File: config.mk
export PLATFORM = sky130hd
export DESIGN_NAME = tank_motion_ctrl
export DESIGN_NICKNAME = d
export VERILOG_FILES = /design/src/rtl/tank_pkg.sv /design/src/rtl/tick_gen.sv /design/src/rtl/tank_motion_ctrl.sv
export SDC_FILE = /design/constraint.sdc
export NUM_CORES = 1
export LEC_CHECK = 0
export ABC_AREA = 1
export CORE_AREA = 2 2 81 83
export DETAILED_ROUTE_END_ITERATION = 12
export DIE_AREA = 0 0 83 85
export GPL_TIMING_DRIVEN = 0
export PLACE_DENSITY = 0.89
export SLEW_MARGIN = 10
export SYNTH_ARGS = -nofsm -noshare
export SYNTH_HDL_FRONTEND = slang
export SYNTH_SLANG_ARGS = --single-unit
File: constraint.sdc
create_clock -name clk -period 5.8 [get_ports clk]
set_input_delay 1.45 -clock clk [delete_from_list [all_inputs] [get_ports clk]]
set_output_delay 1.45 -clock clk [all_outputs]
set_load 0.01 [all_outputs]
File: src/rtl/tank_pkg.sv
// Shared constants and types for the tank game: direction encoding, motion FSM states and
// playfield geometry.
package tank_pkg;

   localparam logic [1:0] DIR_UP    = 2'd0;
   localparam logic [1:0] DIR_DOWN  = 2'd1;
   localparam logic [1:0] DIR_LEFT  = 2'd2;
   localparam logic [1:0] DIR_RIGHT = 2'd3;

   localparam int unsigned SCREEN_W  = 640;
   localparam int unsigned SCREEN_H  = 480;
   localparam int unsigned TANK_SIZE = 32;

   // Inclusive top-left clamp so the whole sprite stays on screen.
   localparam int unsigned X_MAX_DEFAULT = SCREEN_W - TANK_SIZE;
   localparam int unsigned Y_MAX_DEFAULT = SCREEN_H - TANK_SIZE;

   typedef enum logic [1:0] {
      StIdle,
      StTurn,
      StMove
   } motion_state_e;

endpackage

File: src/rtl/tick_gen.sv
// Free-running divider: tick is high for one clk cycle out of every DIV.
module tick_gen #(
   parameter int unsigned DIV = 50000
) (
   input  logic clk,
   input  logic rst,
   output logic tick
);

   localparam int unsigned CntW = (DIV > 1) ? $clog2(DIV) : 1;

   logic [CntW-1:0] cnt_q, cnt_d;

   assign tick = (cnt_q == CntW'(DIV - 1));

   always_comb begin
      cnt_d = cnt_q + CntW'(1);
      if (tick) begin
         cnt_d = '0;
      end
   end

   always_ff @(posedge clk) begin
      if (rst) begin
         cnt_q <= '0;
      end else begin
         cnt_q <= cnt_d;
      end
   end

endmodule

File: src/rtl/tank_motion_ctrl.sv
// Player tank motion sequencer: tick-paced turn/move FSM with clamped position and a
// rate-limited, bullet-gated fire pulse.
module tank_motion_ctrl
   import tank_pkg::*;
#(
   parameter int unsigned SPEED         = 1,
   parameter int unsigned TICK_DIV      = 50000,
   parameter int unsigned X_INIT        = 250,
   parameter int unsigned Y_INIT        = 150,
   parameter int unsigned X_MAX         = X_MAX_DEFAULT,
   parameter int unsigned Y_MAX         = Y_MAX_DEFAULT,
   parameter int unsigned FIRE_COOLDOWN = 250
) (
   input  logic       clk,
   input  logic       rst,
   input  logic       up,
   input  logic       down,
   input  logic       left,
   input  logic       right,
   input  logic       fire,
   input  logic       bullet_busy,
   output logic [9:0] pos_x,
   output logic [9:0] pos_y,
   output logic [1:0] direction,
   output logic       moving,
   output logic       fire_pulse
);

   localparam int unsigned CdW = (FIRE_COOLDOWN > 0) ? $clog2(FIRE_COOLDOWN + 1) : 1;

   logic tick;

   tick_gen #(
      .DIV(TICK_DIV)
   ) u_tick_gen (
      .clk (clk),
      .rst (rst),
      .tick(tick)
   );

   // Signed 11-bit step so an underflow below zero is visible before clamping.
   function automatic logic [9:0] clamp_step(input logic [9:0] pos, input logic dec,
                                             input logic [9:0] max_pos);
      logic signed [10:0] sum;
      if (dec) begin
         sum = $signed({1'b0, pos}) - $signed(11'(SPEED));
      end else begin
         sum = $signed({1'b0, pos}) + $signed(11'(SPEED));
      end
      if (sum < 11'sd0) begin
         return 10'd0;
      end
      if (sum > $signed({1'b0, max_pos})) begin
         return max_pos;
      end
      return sum[9:0];
   endfunction

   logic          req_valid;
   logic [1:0]    req_dir;
   motion_state_e state_q, state_d;
   logic [9:0]    pos_x_q, pos_x_d, pos_y_q, pos_y_d;
   logic [9:0]    step_x, step_y;
   logic [1:0]    dir_q, dir_d;
   logic          moving_q, moving_d;
   logic          fire_d_q, fire_edge, fire_accept;
   logic          fire_pulse_q;
   logic [CdW-1:0] cooldown_q, cooldown_d;

   always_comb begin
      req_valid = up | down | left | right;
      req_dir   = DIR_RIGHT;
      if (up) begin
         req_dir = DIR_UP;
      end else if (down) begin
         req_dir = DIR_DOWN;
      end else if (left) begin
         req_dir = DIR_LEFT;
      end
   end

   always_comb begin
      step_x = pos_x_q;
      step_y = pos_y_q;
      unique case (req_dir)
         DIR_UP:    step_y = clamp_step(pos_y_q, 1'b1, 10'(Y_MAX));
         DIR_DOWN:  step_y = clamp_step(pos_y_q, 1'b0, 10'(Y_MAX));
         DIR_LEFT:  step_x = clamp_step(pos_x_q, 1'b1, 10'(X_MAX));
         DIR_RIGHT: step_x = clamp_step(pos_x_q, 1'b0, 10'(X_MAX));
      endcase
   end

   always_ff @(posedge clk) begin
      if (rst) begin
         state_q <= StIdle;
      end else begin
         state_q <= state_d;
      end
   end

   // Every state applies the same rule; a clamped step still counts as a move.
   always_comb begin
      state_d = state_q;
      dir_d   = dir_q;
      pos_x_d = pos_x_q;
      pos_y_d = pos_y_q;
      if (tick) begin
         unique case (state_q)
            StIdle, StTurn, StMove: begin
               if (!req_valid) begin
                  state_d = StIdle;
               end else if (req_dir != dir_q) begin
                  state_d = StTurn;
                  dir_d   = req_dir;
               end else begin
                  state_d = StMove;
                  pos_x_d = step_x;
                  pos_y_d = step_y;
               end
            end
            default: state_d = StIdle;
         endcase
      end
   end

   always_comb begin
      moving_d = (state_d == StMove);
   end

   assign fire_edge   = fire & ~fire_d_q;
   assign fire_accept = fire_edge & (cooldown_q == '0) & ~bullet_busy;

   always_comb begin
      cooldown_d = cooldown_q;
      if (fire_accept) begin
         cooldown_d = CdW'(FIRE_COOLDOWN);
      end else if (tick && (cooldown_q != '0)) begin
         cooldown_d = cooldown_q - CdW'(1);
      end
   end

   always_ff @(posedge clk) begin
      if (rst) begin
         pos_x_q      <= 10'(X_INIT);
         pos_y_q      <= 10'(Y_INIT);
         dir_q        <= DIR_UP;
         moving_q     <= 1'b0;
         fire_d_q     <= 1'b0;
         fire_pulse_q <= 1'b0;
         cooldown_q   <= '0;
      end else begin
         pos_x_q      <= pos_x_d;
         pos_y_q      <= pos_y_d;
         dir_q        <= dir_d;
         moving_q     <= moving_d;
         fire_d_q     <= fire;
         fire_pulse_q <= fire_accept;
         cooldown_q   <= cooldown_d;
      end
   end

   assign pos_x      = pos_x_q;
   assign pos_y      = pos_y_q;
   assign direction  = dir_q;
   assign moving     = moving_q;
   assign fire_pulse = fire_pulse_q;

endmodule
==> run metrics <==
number of max-cap violations=0; CTS tree=done; Worst Max-Slew Pin Slew=708 ps; Starting DRT DRC Count=336; vias in the first global route=3,397; Setup Buffers After CTS=0; CTS Buffer Depth=2; async set-reset flop share out of synthesis=0; Comb pwr share=0.092; Placer Congestion=0.907; register bit total from synthesis=51; syn avg cell area=6.37 um2; root buf cell=clkbuf_8; Final Hold Viols=0; Reg power frac=0.528; CP max FO=5; total chip power=684 uW; Reg clk slew, reported paths=100 ps; Nets=616; Area Overhead vs Synth=14.2%; Most used DFF post-synth=dfxtp_1; H-tree depth=2; Ys Warns=0; Worst Hold Class=reg -> reg; Initial Util=0.578; DRT met1 WL=3.78 mm; worst rel slew slack=0.526; top cell type's share of synthesized area=0.285; sw frac=0.255; layout cell share with drive strength beyond 1=0.0815; most common cell in the netlist=nand2_1; first-pass GRT wire length=14.5 mm; leakage=1.88 nW; Post-synth EDFFs=0; Compound-Gate Fraction of Synth Area=0.0963; post-CTS resize count=0; number of setup violations in the final report=0; Syn Nets=579; PwrDens=167 nW/um2; average wire per standard cell=12.7 um; switching power=175 uW; mux contribution to synthesized area=0; met3 WL=594 um; # diodes=0; Cell variety after synth=44; clock network fraction of design power=0.380; Worst setup SP type=input port; Hold Path Depth=1; core area=6200 um2; Adder-Cell Fraction of Synth Area=0.0279; clk_lat worst skew=320 ps; fin. max-slew vios=0; register area share after synthesis=0.285; top cells by area, synth=dfxtp_1 28%, nand2_1 14%, inv_1 8.6%; FMAX=0.303 GHz; status=completed; endpoint kind of the worst setup timing path=register; Tot GR Track Use=0.243; Hold Buf Count CTS=0; Die X-Extent=83 um; number of detailed-route iterations in the first pass=5; pin count of the biggest net entering global routing=17; DR top layer=met4; final antenna-violating net count=0; initial antenna violation count=0; setup_tns=0 ps; total CTS buffers=5; r2r worst-path depth=11; critical path arrival=3520 ps; Ports=32; IO buf count=30; internal power=510 uW; drt drc=0; Syn Std Cell Area=3590 um2; Fillers=549; grt total ovfl=0; most instantiated cells after synthesis=136 x nand2_1, 82 x inv_1, 59 x nor2_1, 57 x nand3_1, 51 x dfxtp_1; CTS Sinks=51; post-detail-place hpwl=6.49 mm; Peak VDD IR=0.180 mV; min cycle time layout=3300 ps; via count=3,755; Cells after Synth=563; RSZ-0062 raised after global routing=false; WS Path Type=in -> reg; num rows=29; XOR/XNOR share of the synthesized area=0.0440; main combinational cell family by area after synthesis=simple AND/OR/NAND/NOR gates; WP data required=6020 ps; height of the die=85 um; vias per inst=5.54; top cell type by total area after synthesis=dfxtp_1; die area=7060 um2; part of the cycle the worst path needs=0.569; Clock Skews=5.94 ps; metal2 WL=4.09 mm; simple-gate share of the synthesized area=0.435; final WL=8.63 mm
cell type report:
cell class	count	area [um2]	area share
timing repair buffer	30	300	0.0733
clock buffer	6	72.6	0.0177
clock inverter	2	38.8	0.00947
inverter	92	350	0.0856
tap	77	96.3	0.0235
multi-input combinational	411	2160	0.528
buffer	9	52.6	0.0128
sequential	51	1020	0.249
registers in the layout, summed over array words and instances, names as in the netlist:
register          count
u_tick_gen.cnt_q     16
pos_x                10
pos_y                10
state_q               2
fire_pulse            1
moving                1
fire_d_q              1
direction             2
cooldown_q            8
per-layer routing:
layer  global-route usage  vias up
li1                     -     1890
met1                0.301     1697
met2                0.424      141
met3               0.0535       27
met4               0.0715        0
met5                    0        -
path summary, 6_finish.rpt:
| kind | start | end | slack (ps) |
|---|---|---|---|
| min | u_tick_gen.cnt_q[0]$_SDFF_PP0_ | u_tick_gen.cnt_q[0]$_SDFF_PP0_ | 450 |
| max reg2reg | pos_x[0]$_SDFFE_PP0P_ | pos_x[1]$_SDFFE_PP1P_ | 3280 |
| max | up | pos_y[8]$_SDFFE_PP0P_ | 2500 |
| min reg2reg | u_tick_gen.cnt_q[0]$_SDFF_PP0_ | u_tick_gen.cnt_q[0]$_SDFF_PP0_ | 450 |
power by group through the flow:
| stage | Sequential, mW | Clock (mW) | Combinational, mW |
|---|---|---|---|
| final | 0.361 | 0.260 | 0.0632 |
| after global routing | 0.362 | 0.275 | 0.0724 |
| after CTS | 0.361 | 0.262 | 0.0633 |
| after detailed placement | 0.369 | 0 | 0.0629 |
| after global placement | 0.369 | 0 | 0.0604 |
| after floorplan | 0.368 | 0 | 0.0455 |
cell usage in the layout (no fill, tap or decap), drive strengths merged, types with 18 or more instances in the layout:
cell type      netlist  final
nand2              139    139
o21ai               25     25
nor3                18     18
nand4               19     19
clkdlybuf4s50        0     30
a21oi               28     28
dfxtp               51     51
inv                 92     93
nor2                69     69
nand3               59     59
worst max-delay path, stage by stage:
cell and delay, ps:
clkdlybuf4s50_1 500, nor2_4 340, xnor2_1 170, inv_1 90
nor3_4 280, nand3_2 180, nor2_2 260, nand3_1 110
and2_1 140
logic make-up (layout without fill, tap and decap cells):
kind of cell	count (synthesis)	count (layout)
AO/OA/AOI/OAI	63	63
XOR/XNOR	18	18
adder cells (fa/ha/maj)	8	8
buffers and inverters	101	139
flip-flops	51	51
AND/OR/NAND/NOR	322	322
stage by stage:
| stage | setup slack (ps) | hold slack, ps | util | std cells | instance area, um2 |
|---|---|---|---|---|---|
| after floorplan | 3000 | 418 | - | 563 | 3590 |
| after global placement | 2240 | 431 | 0.642 | 670 | 3980 |
| after detailed placement | 2190 | 444 | 0.642 | 670 | 3980 |
| after CTS | 2520 | 460 | 0.660 | 678 | 4090 |
| after global routing | 2330 | 473 | 0.660 | 678 | 4090 |
| final | 2500 | 454 | 0.660 | 678 | 4090 |
Note: power is estimated with default switching activity, not from simulation.
